<file path="config.mk">
export PLATFORM = sky130hd
export DESIGN_NAME = mem_port_arbiter
export DESIGN_NICKNAME = d
export VERILOG_FILES = /design/src/rtl/mem_port_arbiter.sv
export SDC_FILE = /design/constraint.sdc
export NUM_CORES = 1
export LEC_CHECK = 0
export BUFFER_PORTS_ARGS = -buffer_cell sky130_fd_sc_hd__buf_4
export CORE_MARGIN = 2
export CORE_UTILIZATION = 50
export DETAILED_ROUTE_END_ITERATION = 7
export PLACE_DENSITY = 0.82
export SLEW_MARGIN = 20
export SYNTH_ARGS = -nofsm -noshare
export SYNTH_HDL_FRONTEND = slang
export SYNTH_SLANG_ARGS = --single-unit
</file>
<file path="constraint.sdc">
create_clock -name clk_i -period 3.3 [get_ports clk_i]
set_clock_uncertainty 0.15 [all_clocks]
set_input_delay 0.495 -clock clk_i [delete_from_list [all_inputs] [get_ports clk_i]]
set_output_delay 0.495 -clock clk_i [all_outputs]
set_load 0.05 [all_outputs]
</file>
<file path="src/rtl/mem_port_arbiter.sv">
// mem_port_arbiter: shares one single-port, fixed-latency memory between the
// instruction-fetch and data-access stages. Data requests win over fetches.
// Each access holds the port for LAT cycles, and one response cycle follows.
// The stall outputs hold the front pipeline while a request is outstanding.
// Optional build macro: MEM_ARB_POSTED_WRITE_EN. When it is defined, a store
// holds the port for a single cycle and completes without waiting for LAT.
module mem_port_arbiter #(
  parameter int ADDR_W = 32,
  parameter int DATA_W = 32,
  parameter int LAT    = 2
) (
  input  logic              clk_i,
  input  logic              rst_i,
  input  logic              if_req_i,
  input  logic [ADDR_W-1:0] if_addr_i,
  input  logic              mem_read_i,
  input  logic              mem_write_i,
  input  logic [ADDR_W-1:0] mem_addr_i,
  input  logic [DATA_W-1:0] mem_wdata_i,
  output logic              ram_en_o,
  output logic              ram_we_o,
  output logic [ADDR_W-1:0] ram_addr_o,
  output logic [DATA_W-1:0] ram_wdata_o,
  input  logic [DATA_W-1:0] ram_rdata_i,
  output logic              if_valid_o,
  output logic [DATA_W-1:0] if_rdata_o,
  output logic              mem_done_o,
  output logic [DATA_W-1:0] mem_rdata_o,
  output logic              stall_if_o,
  output logic              stall_all_o
);

  typedef enum logic [2:0] {
    S_IDLE,
    S_FETCH,
    S_DATA,
    S_RESP_I,
    S_RESP_D
  } state_e;

  localparam logic [3:0] LAT_CNT = 4'(LAT);
`ifdef MEM_ARB_POSTED_WRITE_EN
  localparam logic [3:0] WR_CNT = 4'd1;
`else
  localparam logic [3:0] WR_CNT = LAT_CNT;
`endif

  state_e            state_q, state_d;
  logic [3:0]        cnt_q, cnt_d;
  logic [ADDR_W-1:0] addr_q, addr_d;
  logic [DATA_W-1:0] wdata_q, wdata_d;
  logic              we_q, we_d;
  logic [DATA_W-1:0] if_rdata_q, if_rdata_d;
  logic [DATA_W-1:0] mem_rdata_q, mem_rdata_d;
  logic              data_req;
  logic              last_cycle;

  assign data_req   = mem_read_i | mem_write_i;
  // cnt_q <= 1 also finishes the access if cnt_q were ever 0, so it cannot hang
  assign last_cycle = (cnt_q <= 4'd1);

  // State register and access registers; reset aborts any access in flight
  always_ff @(posedge clk_i or negedge rst_i) begin
    if (!rst_i) begin
      state_q     <= S_IDLE;
      cnt_q       <= '0;
      addr_q      <= '0;
      wdata_q     <= '0;
      we_q        <= 1'b0;
      if_rdata_q  <= '0;
      mem_rdata_q <= '0;
    end else begin
      state_q     <= state_d;
      cnt_q       <= cnt_d;
      addr_q      <= addr_d;
      wdata_q     <= wdata_d;
      we_q        <= we_d;
      if_rdata_q  <= if_rdata_d;
      mem_rdata_q <= mem_rdata_d;
    end
  end

  // Grant, latency countdown and read-data capture
  always_comb begin
    state_d     = state_q;
    cnt_d       = cnt_q;
    addr_d      = addr_q;
    wdata_d     = wdata_q;
    we_d        = we_q;
    if_rdata_d  = if_rdata_q;
    mem_rdata_d = mem_rdata_q;
    case (state_q)
      S_IDLE: begin
        if (data_req) begin
          // Read and write both high is treated as a write
          state_d = S_DATA;
          addr_d  = mem_addr_i;
          wdata_d = mem_wdata_i;
          we_d    = mem_write_i;
          cnt_d   = mem_write_i ? WR_CNT : LAT_CNT;
        end else if (if_req_i) begin
          state_d = S_FETCH;
          addr_d  = if_addr_i;
          we_d    = 1'b0;
          cnt_d   = LAT_CNT;
        end
      end
      S_FETCH: begin
        cnt_d = cnt_q - 4'd1;
        if (last_cycle) begin
          if_rdata_d = ram_rdata_i;
          state_d    = S_RESP_I;
        end
      end
      S_DATA: begin
        cnt_d = cnt_q - 4'd1;
        if (last_cycle) begin
          if (!we_q) begin
            mem_rdata_d = ram_rdata_i;
          end
          state_d = S_RESP_D;
        end
      end
      // The requester's level is still high during the response cycle, so
      // no grant is made here
      S_RESP_I: state_d = S_IDLE;
      S_RESP_D: state_d = S_IDLE;
      default:  state_d = S_IDLE;
    endcase
  end

  assign ram_en_o    = (state_q == S_FETCH) | (state_q == S_DATA);
  assign ram_we_o    = ram_en_o & we_q;
  assign ram_addr_o  = addr_q;
  assign ram_wdata_o = wdata_q;
  assign if_valid_o  = (state_q == S_RESP_I);
  assign mem_done_o  = (state_q == S_RESP_D);
  assign if_rdata_o  = if_rdata_q;
  assign mem_rdata_o = mem_rdata_q;
  assign stall_all_o = data_req & (state_q != S_RESP_D);
  assign stall_if_o  = stall_all_o | (if_req_i & (state_q != S_RESP_I));

endmodule

</file>
==> flow_summary.ini <==
[yosys]
ys_types = 31
avgSynthCellArea_um2 = 15.7
synth_ff_type = sky130_fd_sc_hd__dfrtp_1
ys_async_sr_fraction_pct = 100
synth_top_cells_by_count = sky130_fd_sc_hd__mux2_2 (156), sky130_fd_sc_hd__dfrtp_1 (136), sky130_fd_sc_hd__buf_2 (10)
netlist.top_cell.by_area = sky130_fd_sc_hd__dfrtp_1
count_of_mapped_cells_out_of_synthesis = 360
post-synth-top-count-cell = sky130_fd_sc_hd__mux2_2
synth.top_cell.area_share_pct = 60.4
edff_count_synth = 0
synth.yosys.seq_area_share_pct = 60.4
yosys_register_bits = 136
number_of_nets_in_the_synthesized_netlist = 495
netlist_area_mm2 = 0.00564
yosysWarningCount = 0
yosys-top-cells-area = sky130_fd_sc_hd__dfrtp_1 (60%), sky130_fd_sc_hd__mux2_2 (31%), sky130_fd_sc_hd__mux2_1 (1.0%)

[routing]
detail-route-antenna-nets = 0
dr.first_iter.drc_count = 201
firstDrtPassIters = 4
wl_per_cell_um = 18.1
drc_errors = 0
avgViaCountPerCell = 5.13
vias = 4044
totalWireLength_um = 14200

[grt]
grt_antenna_before_repair = 0
number_of_global_route_vias_before_repair = 4394
grt_pass1_wl_um = 21800
grt_overflow = 0
pin_count_of_the_biggest_net_entering_global_routing = 71
all_layer_global_routing_usage_pct = 24.1

[place]
gp_congestion = 0.799
port-buffer-count = 266
dp_hpwl_um = 10800

[floorplan]
die_area_mm2 = 0.0121
core_region_area_mm2 = 0.0109
initial_utilization_pct = 51.6
die-width_um = 110
rows = 38
ioPinCount = 267
die_h_um = 110

[sta]
worstMarginPinSlew_ps = 935
normalized_max_slew_margin_pct = 37.2
fmax_ghz = 0.389
hold_viol = 0
post-route-min-period_ps = 2570
timing.setup.tns_ps = 0
setup_viol = 0
timing_max_transition_violations_final = 0
rsz0062_at_grt = no
final.period_utilization_pct = 78.0

[min_path]
hp-class = in -> reg

[clocking]
cts.reportedPaths.clkPinSlew_ps = 60
cts-root-to-sink-buffers = 2
clock_sinks = 136
cts_root_buf = sky130_fd_sc_hd__clkbuf_16
cts_made_buffers = 17
h_tree_lvl_count = 4
clk_latency_ps = 400
tritoncts = built

[critical_path]
critPathCaptureType = output port
worst-endpoint-required_ps = 2650
critPathMaxFanout = 11
critical_path.startpoint_type = flop
critical_path_class = reg -> out
worst_ep_arrival_time_ps = 1930

[cells_and_area]
n_fill_cell = 709
drive_above_1_share_pct = 71.6
diodes = 0
layout.nets = 770
area.growth.synth_to_final_pct = 48.3

[run_status]
outcome = finished clean

[run]
cap_violations = 0
registers in the layout, indices dropped and copies added, names as in the netlist:
signal / flops
if_rdata_o: 32
mem_rdata_o: 32
ram_wdata_o: 32
we_q: 1
state_q: 3
cnt_q: 4
ram_addr_o: 32
worst max-delay path, cell delays in order (launching register included):
cell                      delay (ps)
sky130_fd_sc_hd__dfrtp_1         550
sky130_fd_sc_hd__inv_1           200
sky130_fd_sc_hd__nor3_1          420
sky130_fd_sc_hd__o22ai_1         150
sky130_fd_sc_hd__buf_4           210
routing by layer:
metal	share of wire (%)	GRT usage, %	vias to the layer above	wire length (um)
li1	-	-	1843	-
met4	2.1	10.7	0	298
met5	0	0	-	0
met3	9.8	9.29	22	1400
met1	36	26.1	2007	5100
met2	52	41.8	172	7450
final cells by class:
type	instances	area, um2	area share, %
clock buffer	19	433	5.18
clock inverter	13	148	1.77
inverter	4	15.0	0.180
multi-input combinational	201	2110	25.2
sequential	136	3400	40.7
tap	140	175	2.10
timing repair buffer	275	2080	24.9
path summary, 6_finish.rpt:
kind | from | end | slack [ps] | cells after the start
max in group asynchronous | rst_i | mem_rdata_o[5]$_DFFE_PN0P_ | 1710 | 3
max | state_q[2]$_DFFE_PN0P_ | stall_if_o | 730 | 4
min in group asynchronous | rst_i | ram_addr_o[18]$_DFFE_PN0P_ | 490 | 2
max reg2reg | state_q[0]$_DFFE_PN0P_ | ram_addr_o[12]$_DFFE_PN0P_ | 800 | 3
min reg2reg | ram_addr_o[26]$_DFFE_PN0P_ | ram_addr_o[26]$_DFFE_PN0P_ | 350 | 1
min | ram_rdata_i[6] | mem_rdata_o[6]$_DFFE_PN0P_ | 170 | 2
metrics by stage:
step                instances  cell area [um2]  setup WS, ps  utilization, %  hold slack (ps)
global route              788             8360           545            76.5              152
CTS                       788             8360           700            76.5              152
detailed placement        755             7770           811            71.1              331
finish                    788             8360           727            76.5              168
global placement          755             7770           861            71.1              322
floorplan                 360             5640           172               -             49.4
cell usage in the layout, fill, tap and decap left out, types with 3 or more instances in the layout:
master	Yosys	final
sky130_fd_sc_hd__nor2_1	5	5
sky130_fd_sc_hd__nor3_1	4	4
sky130_fd_sc_hd__o21ai_0	3	3
sky130_fd_sc_hd__mux2_1	5	5
sky130_fd_sc_hd__inv_1	4	4
sky130_fd_sc_hd__clkbuf_16	0	17
sky130_fd_sc_hd__nand3_1	3	3
sky130_fd_sc_hd__dfrtp_1	136	136
sky130_fd_sc_hd__mux2_2	156	156
sky130_fd_sc_hd__clkinvlp_4	0	4
sky130_fd_sc_hd__clkinv_4	0	4
sky130_fd_sc_hd__buf_4	0	273
cells by family (layout without fill, tap and decap cells):
group	after synthesis	count (layout)	share of synthesized area, %
mux	162	162	32.3
flops	136	136	60.4
simple gates	26	26	3.28
buf+inv	23	311	2.29
compound gates	9	9	0.999
fa+ha+maj	2	2	0.444
xor+xnor	2	2	0.311
what timing repair did:
| item | in CTS | in global routing |
|---|---|---|
| setup buffers | 0 | 0 |
| endpoints found under the hold margin | 50 | 0 |
| hold buffers | 1 | 0 |
| setup endpoints to repair | 0 | 0 |
| gates resized for setup | 0 | 0 |
Power is left out: the tool's default activity adds up to more than one toggle a clock period on the data nets, which glitch-free logic cannot reach.
